`src/rtl/div_result_bcd.sv`:
```
// Quotient/fraction to packed BCD converter with a shared double-dabble engine.
// Optional leading-zero blanking of the integer digits: DIV_BCD_LZ_BLANK_EN.
module div_result_bcd #(
  parameter int CONV_CYCLES = 16,
  parameter int FRAC_MAX    = 9999
) (
  input  logic        clk,
  input  logic        rst,
  input  logic        start,
  input  logic [15:0] q_in,
  input  logic [15:0] deci_in,
  input  logic        div_by_zero,
  output logic        busy,
  output logic        done,
  output logic [19:0] bcd_int,
  output logic [15:0] bcd_frac,
  output logic        err
);

  localparam logic [1:0] S_IDLE  = 2'd0;
  localparam logic [1:0] S_SHIFT = 2'd1;
  localparam logic [1:0] S_DONE  = 2'd2;

  logic [1:0]  state_q, state_d;
  logic [4:0]  cnt_q, cnt_d;
  logic [15:0] qbin_q, qbin_d;
  logic [15:0] fbin_q, fbin_d;
  logic [19:0] iacc_q, iacc_d;
  logic [15:0] facc_q, facc_d;
  logic        sat_q, sat_d;
  logic        dbz_q, dbz_d;
  logic        busy_q, busy_d;
  logic        done_q, done_d;
  logic        err_q, err_d;
  logic [19:0] bint_q, bint_d;
  logic [15:0] bfrac_q, bfrac_d;

  logic [19:0] iadj;
  logic [15:0] fadj;
  logic [19:0] ires;
  logic        frac_sat;

  function automatic logic [19:0] adj20(input logic [19:0] a);
    logic [19:0] r;
    r = a;
    for (int i = 0; i < 5; i++)
      if (a[4*i +: 4] >= 4'd5) r[4*i +: 4] = a[4*i +: 4] + 4'd3;
    return r;
  endfunction

  function automatic logic [15:0] adj16(input logic [15:0] a);
    logic [15:0] r;
    r = a;
    for (int i = 0; i < 4; i++)
      if (a[4*i +: 4] >= 4'd5) r[4*i +: 4] = a[4*i +: 4] + 4'd3;
    return r;
  endfunction

`ifdef DIV_BCD_LZ_BLANK_EN
  // Blank code 4'hF for leading zeros; the units digit always shows.
  function automatic logic [19:0] lz_blank(input logic [19:0] v);
    logic [19:0] r;
    logic        lead;
    r    = v;
    lead = 1'b1;
    for (int i = 4; i >= 1; i--) begin
      if (lead && v[4*i +: 4] == 4'd0) r[4*i +: 4] = 4'hF;
      else lead = 1'b0;
    end
    return r;
  endfunction
  assign ires = lz_blank(iacc_q);
`else
  assign ires = iacc_q;
`endif

  assign iadj     = adj20(iacc_q);
  assign fadj     = adj16(facc_q);
  assign frac_sat = deci_in > 16'(FRAC_MAX);

  always_comb begin
    state_d = state_q;
    cnt_d   = cnt_q;
    qbin_d  = qbin_q;
    fbin_d  = fbin_q;
    iacc_d  = iacc_q;
    facc_d  = facc_q;
    sat_d   = sat_q;
    dbz_d   = dbz_q;
    busy_d  = busy_q;
    done_d  = 1'b0;
    err_d   = err_q;
    bint_d  = bint_q;
    bfrac_d = bfrac_q;
    unique case (state_q)
      S_IDLE: begin
        if (start) begin
          state_d = S_SHIFT;
          cnt_d   = 5'd0;
          qbin_d  = q_in;
          fbin_d  = frac_sat ? 16'(FRAC_MAX) : deci_in;
          sat_d   = frac_sat;
          dbz_d   = div_by_zero;
          iacc_d  = 20'd0;
          facc_d  = 16'd0;
          busy_d  = 1'b1;
        end
      end
      S_SHIFT: begin
        {iacc_d, qbin_d} = {iadj, qbin_q} << 1;
        {facc_d, fbin_d} = {fadj, fbin_q} << 1;
        cnt_d = cnt_q + 5'd1;
        if (cnt_q == 5'(CONV_CYCLES - 1)) state_d = S_DONE;
      end
      S_DONE: begin
        state_d = S_IDLE;
        busy_d  = 1'b0;
        done_d  = 1'b1;
        err_d   = sat_q | dbz_q;
        bint_d  = dbz_q ? 20'd0 : ires;
        bfrac_d = dbz_q ? 16'd0 : facc_q;
      end
      default: state_d = S_IDLE;
    endcase
  end

  always_ff @(posedge clk or posedge rst) begin
    if (rst) begin
      state_q <= S_IDLE;
      cnt_q   <= 5'd0;
      qbin_q  <= 16'd0;
      fbin_q  <= 16'd0;
      iacc_q  <= 20'd0;
      facc_q  <= 16'd0;
      sat_q   <= 1'b0;
      dbz_q   <= 1'b0;
      busy_q  <= 1'b0;
      done_q  <= 1'b0;
      err_q   <= 1'b0;
      bint_q  <= 20'd0;
      bfrac_q <= 16'd0;
    end else begin
      state_q <= state_d;
      cnt_q   <= cnt_d;
      qbin_q  <= qbin_d;
      fbin_q  <= fbin_d;
      iacc_q  <= iacc_d;
      facc_q  <= facc_d;
      sat_q   <= sat_d;
      dbz_q   <= dbz_d;
      busy_q  <= busy_d;
      done_q  <= done_d;
      err_q   <= err_d;
      bint_q  <= bint_d;
      bfrac_q <= bfrac_d;
    end
  end

  assign busy     = busy_q;
  assign done     = done_q;
  assign err      = err_q;
  assign bcd_int  = bint_q;
  assign bcd_frac = bfrac_q;

endmodule

```
`config.mk`:
```
export PLATFORM = sky130hd
export DESIGN_NAME = div_result_bcd
export DESIGN_NICKNAME = d
export VERILOG_FILES = /design/src/rtl/div_result_bcd.sv
export SDC_FILE = /design/constraint.sdc
export NUM_CORES = 1
export LEC_CHECK = 0
export CORE_ASPECT_RATIO = 1.2
export CORE_UTILIZATION = 45
export DETAILED_ROUTE_END_ITERATION = 12
export DONT_BUFFER_PORTS = 1
export PLACE_DENSITY = 0.61
export SKIP_LAST_GASP = 1
export SYNTH_ARGS = -nofsm -noshare
export SYNTH_HDL_FRONTEND = slang
export SYNTH_SLANG_ARGS = --single-unit
export TNS_END_PERCENT = 20
```
`constraint.sdc`:
```
create_clock -name clk -period 7.8 [get_ports clk]
set_input_delay 1.95 -clock clk [delete_from_list [all_inputs] [get_ports clk]]
set_output_delay 1.95 -clock clk [all_outputs]
set_load 0.05 [all_outputs]
```
# Word-level counts from Yosys, hierarchy flattened
# Index checks and enable logic that the tools add are counted.
# word_totals
inputBits	36
out_inout_bits	39
word_cells	74
reg_bits	116
# op_classes
n_reduce_logical	7
bitwise	1
magnitude_cmp	10
eq_ne	5
n_addsub	10
mux	28
# op_table
operator	n
one-hot mux 16 bit (2 select lines)	3
2-to-1 mux 16 bit	5
2-to-1 mux 20 bit	2
one-hot mux 20 bit (2 select lines)	1
greater-or-equal comparator 4 x 3 -> 1 bit, second input constant	9
adder 4 x 2 -> 4 bit, second input constant	7
2-to-1 mux 4 bit	7
> comparator 16 x 14 -> 1 bit, second input constant	1
one-hot mux 5 bit (2 select lines)	1
AND reduction 2 bit	4
adder 3 x 2 -> 3 bit, second input constant	2
2-to-1 mux 3 bit	2
adder 5 x 1 -> 5 bit, second input constant	1
equality test 5 x 4 -> 1 bit, second input constant	1
2-to-1 mux 5 bit	1
2-to-1 mux 2 bit	2
!= test 2 bit, second input constant	2
one-hot mux 2 bit (2 select lines)	1
nonzero test 2 bit	2
equality test 2 x 1 -> 1 bit, second input constant	1
equality test 2 bit, second input constant	1
zero test 2 bit	1
2-to-1 mux 1 bit	2
one-hot mux 1 bit (2 select lines)	1
bitwise OR 1 bit	1

# Depth between registers and ports, before layout
# logic_depth
ltp_word	4
depth_mapped	7
ltp_nobuf	6

# Worst setup path before layout
# No wires, ideal clock.
# synth_timing
path_type	input port to flip-flop
from	input port deci_in[12]
to	register fbin_q[4]
cell_stages	4
slack_ps	4999
t_arrival_ps	2737
path_buffers	0
path_cell_list	o21ai_0 nand2_1 nor3_4 a21o_1
# synth_between
elab_chain_len	4
# synth_lines
element	line	text
from (decl)	11	input logic [15:0] deci_in,
> comparator 16 x 14 -> 1 bit	79	assign frac_sat = deci_in > 16'(FRAC_MAX);
2-to-1 mux 16 bit	101	fbin_d = frac_sat ? 16'(FRAC_MAX) : deci_in;
2-to-1 mux 16 bit	97	if (start) begin
one-hot mux 16 bit (2 select lines)	95	unique case (state_q)
to (signal assigned)	146	fbin_q <= fbin_d;
to (decl)	27	logic [15:0] fbin_q, fbin_d;
# No other way between the ends. The select of a mux whose other input is x is not followed.
# A chain may end at the register's enable or synchronous reset.

# Worst setup path after layout
# layout_timing
from	register busy_q, in the netlist busy
to	output port busy
# layout_lines
element	line	text
from (decl)	32	logic busy_q, busy_d;
from (signal assigned)	151	busy_q <= busy_d;
to (decl)	13	output logic busy,
# No word-level cell between the ends.

==> results.sh <==
export IMPL_outcome="complete, no violations"
export IMPL_clk_pin_slew_worst_paths_ps=50
export IMPL_fin_hold_ws_ps=482
export IMPL_swShare_pct=39.4
export IMPL_nets=581
export IMPL_die_w_um=103
export IMPL_num_vias=3931
export IMPL_mostFrequentLayoutCell="dfrtp_1"
export IMPL_core_area_um2=11700
export IMPL_skew_ps=6.69
export IMPL_fin_crit_ps=3000
export IMPL_cp_start_kind="register"
export IMPL_syn_area_per_cell_um2=10.3
export IMPL_synth_area_um2=5490
export IMPL_ctsResizeCount=0
export IMPL_first_global_vias=3984
export IMPL_final_cell_mix="116 x dfrtp_1, 63 x nand2_1, 51 x o21ai_0"
export IMPL_multi_input_area_um2=2320
export IMPL_ant_nets=0
export IMPL_n_antenna_cell=0
export IMPL_dp_cells=663
export IMPL_ir_drop_uv=185
export IMPL_synth_edf_count=0
export IMPL_cts_max_path_buffers=2
export IMPL_vias_per_cell=5.67
export IMPL_grt_pass1_wl_um=19400
export IMPL_final_setup_tns_ps=0
export IMPL_grt_max_degree=77
export IMPL_synthToLayoutAreaGrowth_pct=11.4
export IMPL_dp_hpwl_um=7440
export IMPL_synth_main_ff_cell="dfrtp_1"
export IMPL_p_clk_share_pct=26.9
export IMPL_maxSlewHeadroom_pct=19.8
export IMPL_routabilityCongestion=0.734
export IMPL_synth_ff_latch_count=116
export IMPL_r2r_start="state_q[1]$_DFFE_PP0P_"
export IMPL_hp_start="cnt_q[3]$_DFFE_PP0P_"
export IMPL_antenna_found_initial=0
export IMPL_seq_area_um2=2900
export IMPL_ctsHoldBuffers=0
export IMPL_insertion_delay_ps=400
export IMPL_crit_type="reg2out"
export IMPL_synth_cell_types=38
export IMPL_worstHoldPathCells=1
export IMPL_dieArea_um2=12700
export IMPL_worstMarginPinSlew_ps=1200
export IMPL_drt_first_pass_iters=5
export IMPL_cts_tree="built"
export IMPL_drive_gt1_share_pct=8.58
export IMPL_dpl_cell_area_um2=5550
export IMPL_power_switching_mw=1.10
export IMPL_stdcell_count=693
export IMPL_drc=0
export IMPL_crit_path_max_fanout=2
export IMPL_pin_count=75
export IMPL_syn_nets=592
export IMPL_die_height_um=123
export IMPL_syn_inst=536
export IMPL_cts_htree_levels=4
export IMPL_power_frac_seq_pct=42.4
export IMPL_portBuffers=0
export IMPL_synth_warnings=0
export IMPL_finalInstanceArea_um2=6120
export IMPL_max_clock_freq_mhz=333
export IMPL_cts_sinks=116
export IMPL_fillers=1103
export IMPL_p_per_area_nw_per_um2=456
export IMPL_setup_viol=0
export IMPL_worst_setup_path_end_kind="output pin"
export IMPL_hold_path_end="cnt_q[3]$_DFFE_PP0P_"
export IMPL_leakagePower_nw=2.68
export IMPL_cap_viol_max_count=0
export IMPL_reg2reg_slack_ps=5550
export IMPL_root_buffer="clkbuf_16"
export IMPL_required_ps=5850
export IMPL_timing_final_crit_share_pct=38.5
export IMPL_comb_power_share_pct=30.7
export IMPL_r2r_end="iacc_q[11]$_DFFE_PP0P_"
export IMPL_drv_slew=0
export IMPL_overflow=0
export IMPL_routed_wl_um=11700
export IMPL_rsz0062_at_grt="false"
export IMPL_hold_class="reg2reg"
export IMPL_drt_iter0_markers=129
export IMPL_grt_usage_pct=20.1
export IMPL_routedWlPerCell_um=16.9
export IMPL_cts_buffers_inserted=17
export IMPL_rows=43
export IMPL_arrival_ps=1050
export IMPL_start_util_pct=46.8
export IMPL_r2r_cells=3
export IMPL_synth_seq_area_share_pct=52.8
export IMPL_postCtsSetupBuffers=0
export IMPL_p_int_mw=1.69
export IMPL_async_flop_share_pct=100
export IMPL_finalHoldViolations=0
[power groups by stage]
stage	sequential, mW	combinational (mW)	clock [mW]
2_1_floorplan	1.10	0.765	0
5_1_grt	1.22	0.976	0.796
3_5_place_dp	1.20	0.862	0
3_3_place_gp	1.19	0.832	0
4_1_cts	1.19	0.867	0.769
6_report	1.18	0.856	0.752
[layout make-up]
| type | count | area share (%) |
|---|---|---|
| clock buffer | 20 | 7.62 |
| clock inverter | 10 | 1.76 |
| inverter | 21 | 1.33 |
| multi-input combinational | 363 | 37.9 |
| sequential | 116 | 47.4 |
| tap | 157 | 3.21 |
| timing repair buffer | 6 | 0.736 |
[logic make-up (layout without fill, tap and decap cells)]
kind of cell               Yosys count  in the layout  share of synthesized area, %
AOI/OAI and AO/OA                  182            182                          21.7
adders and majority gates           20             20                          4.55
buffers and inverters               57             57                          5.12
DFF                                116            116                          52.8
xor gates and xnor gates            14             14                          2.23
and+or+nand+nor                    147            147                          13.6
[metrics by stage]
step	utilization, %	total power, mW	setup WS (ps)
after floorplan	-	1.87	2780
after global placement	47.3	2.02	4510
after detailed placement	47.3	2.06	4460
after CTS	52.2	2.82	4750
after global routing	52.2	2.99	4750
final	52.2	2.79	4800
[synthesized netlist by cell type, types with 6 or more instances]
master	number	area, um2
clkbuf_1	10	37.5
nor2_1	7	26.3
nor3_1	6	30.0
a32o_1	9	90.1
o311ai_1	9	78.8
nor2b_1	17	106
o22ai_1	16	100
o21ai_1	6	30.0
inv_1	21	78.8
a22o_1	8	70.1
buf_2	15	75.1
a22oi_1	18	135
a21oi_1	29	145
o31ai_1	25	188
nand2b_1	29	181
dfrtp_1	116	2900
o21ai_0	51	255
xnor2_1	9	78.8
nand3_1	10	50.1
ha_1	20	250
nand2_1	63	236
[routing by layer]
metal / share of wire [%] / track usage, %
met1: 45 / 24.9
met2: 49 / 33.5
met3: 5.4 / 5.31
met4: 1.1 / 7.13
met5: 0 / 0
[registers in the layout, summed over array words and instances, names as in the netlist, 2 cells and up]
register  count
iacc_q       20
cnt_q         5
state_q       2
qbin_q       16
fbin_q       16
bcd_frac     16
facc_q       16
bcd_int      20
[worst max path at each step]
stage               slack (ps)        startpoint                 endpoint  depth (start not counted)
floorplan                 2780               rst  bcd_frac[0]$_DFFE_PP0P_                          1
global placement          4510               rst  bcd_frac[6]$_DFFE_PP0P_                          2
CTS                       4750  busy$_DFFE_PP0P_                     busy                          0
global route              4750               rst           done$_DFF_PP0_                          2
detailed placement        4460             start    fbin_q[5]$_DFFE_PP0P_                          5
finish                    4800  busy$_DFFE_PP0P_                     busy                          0
Power figures use the tool's default switching activity.
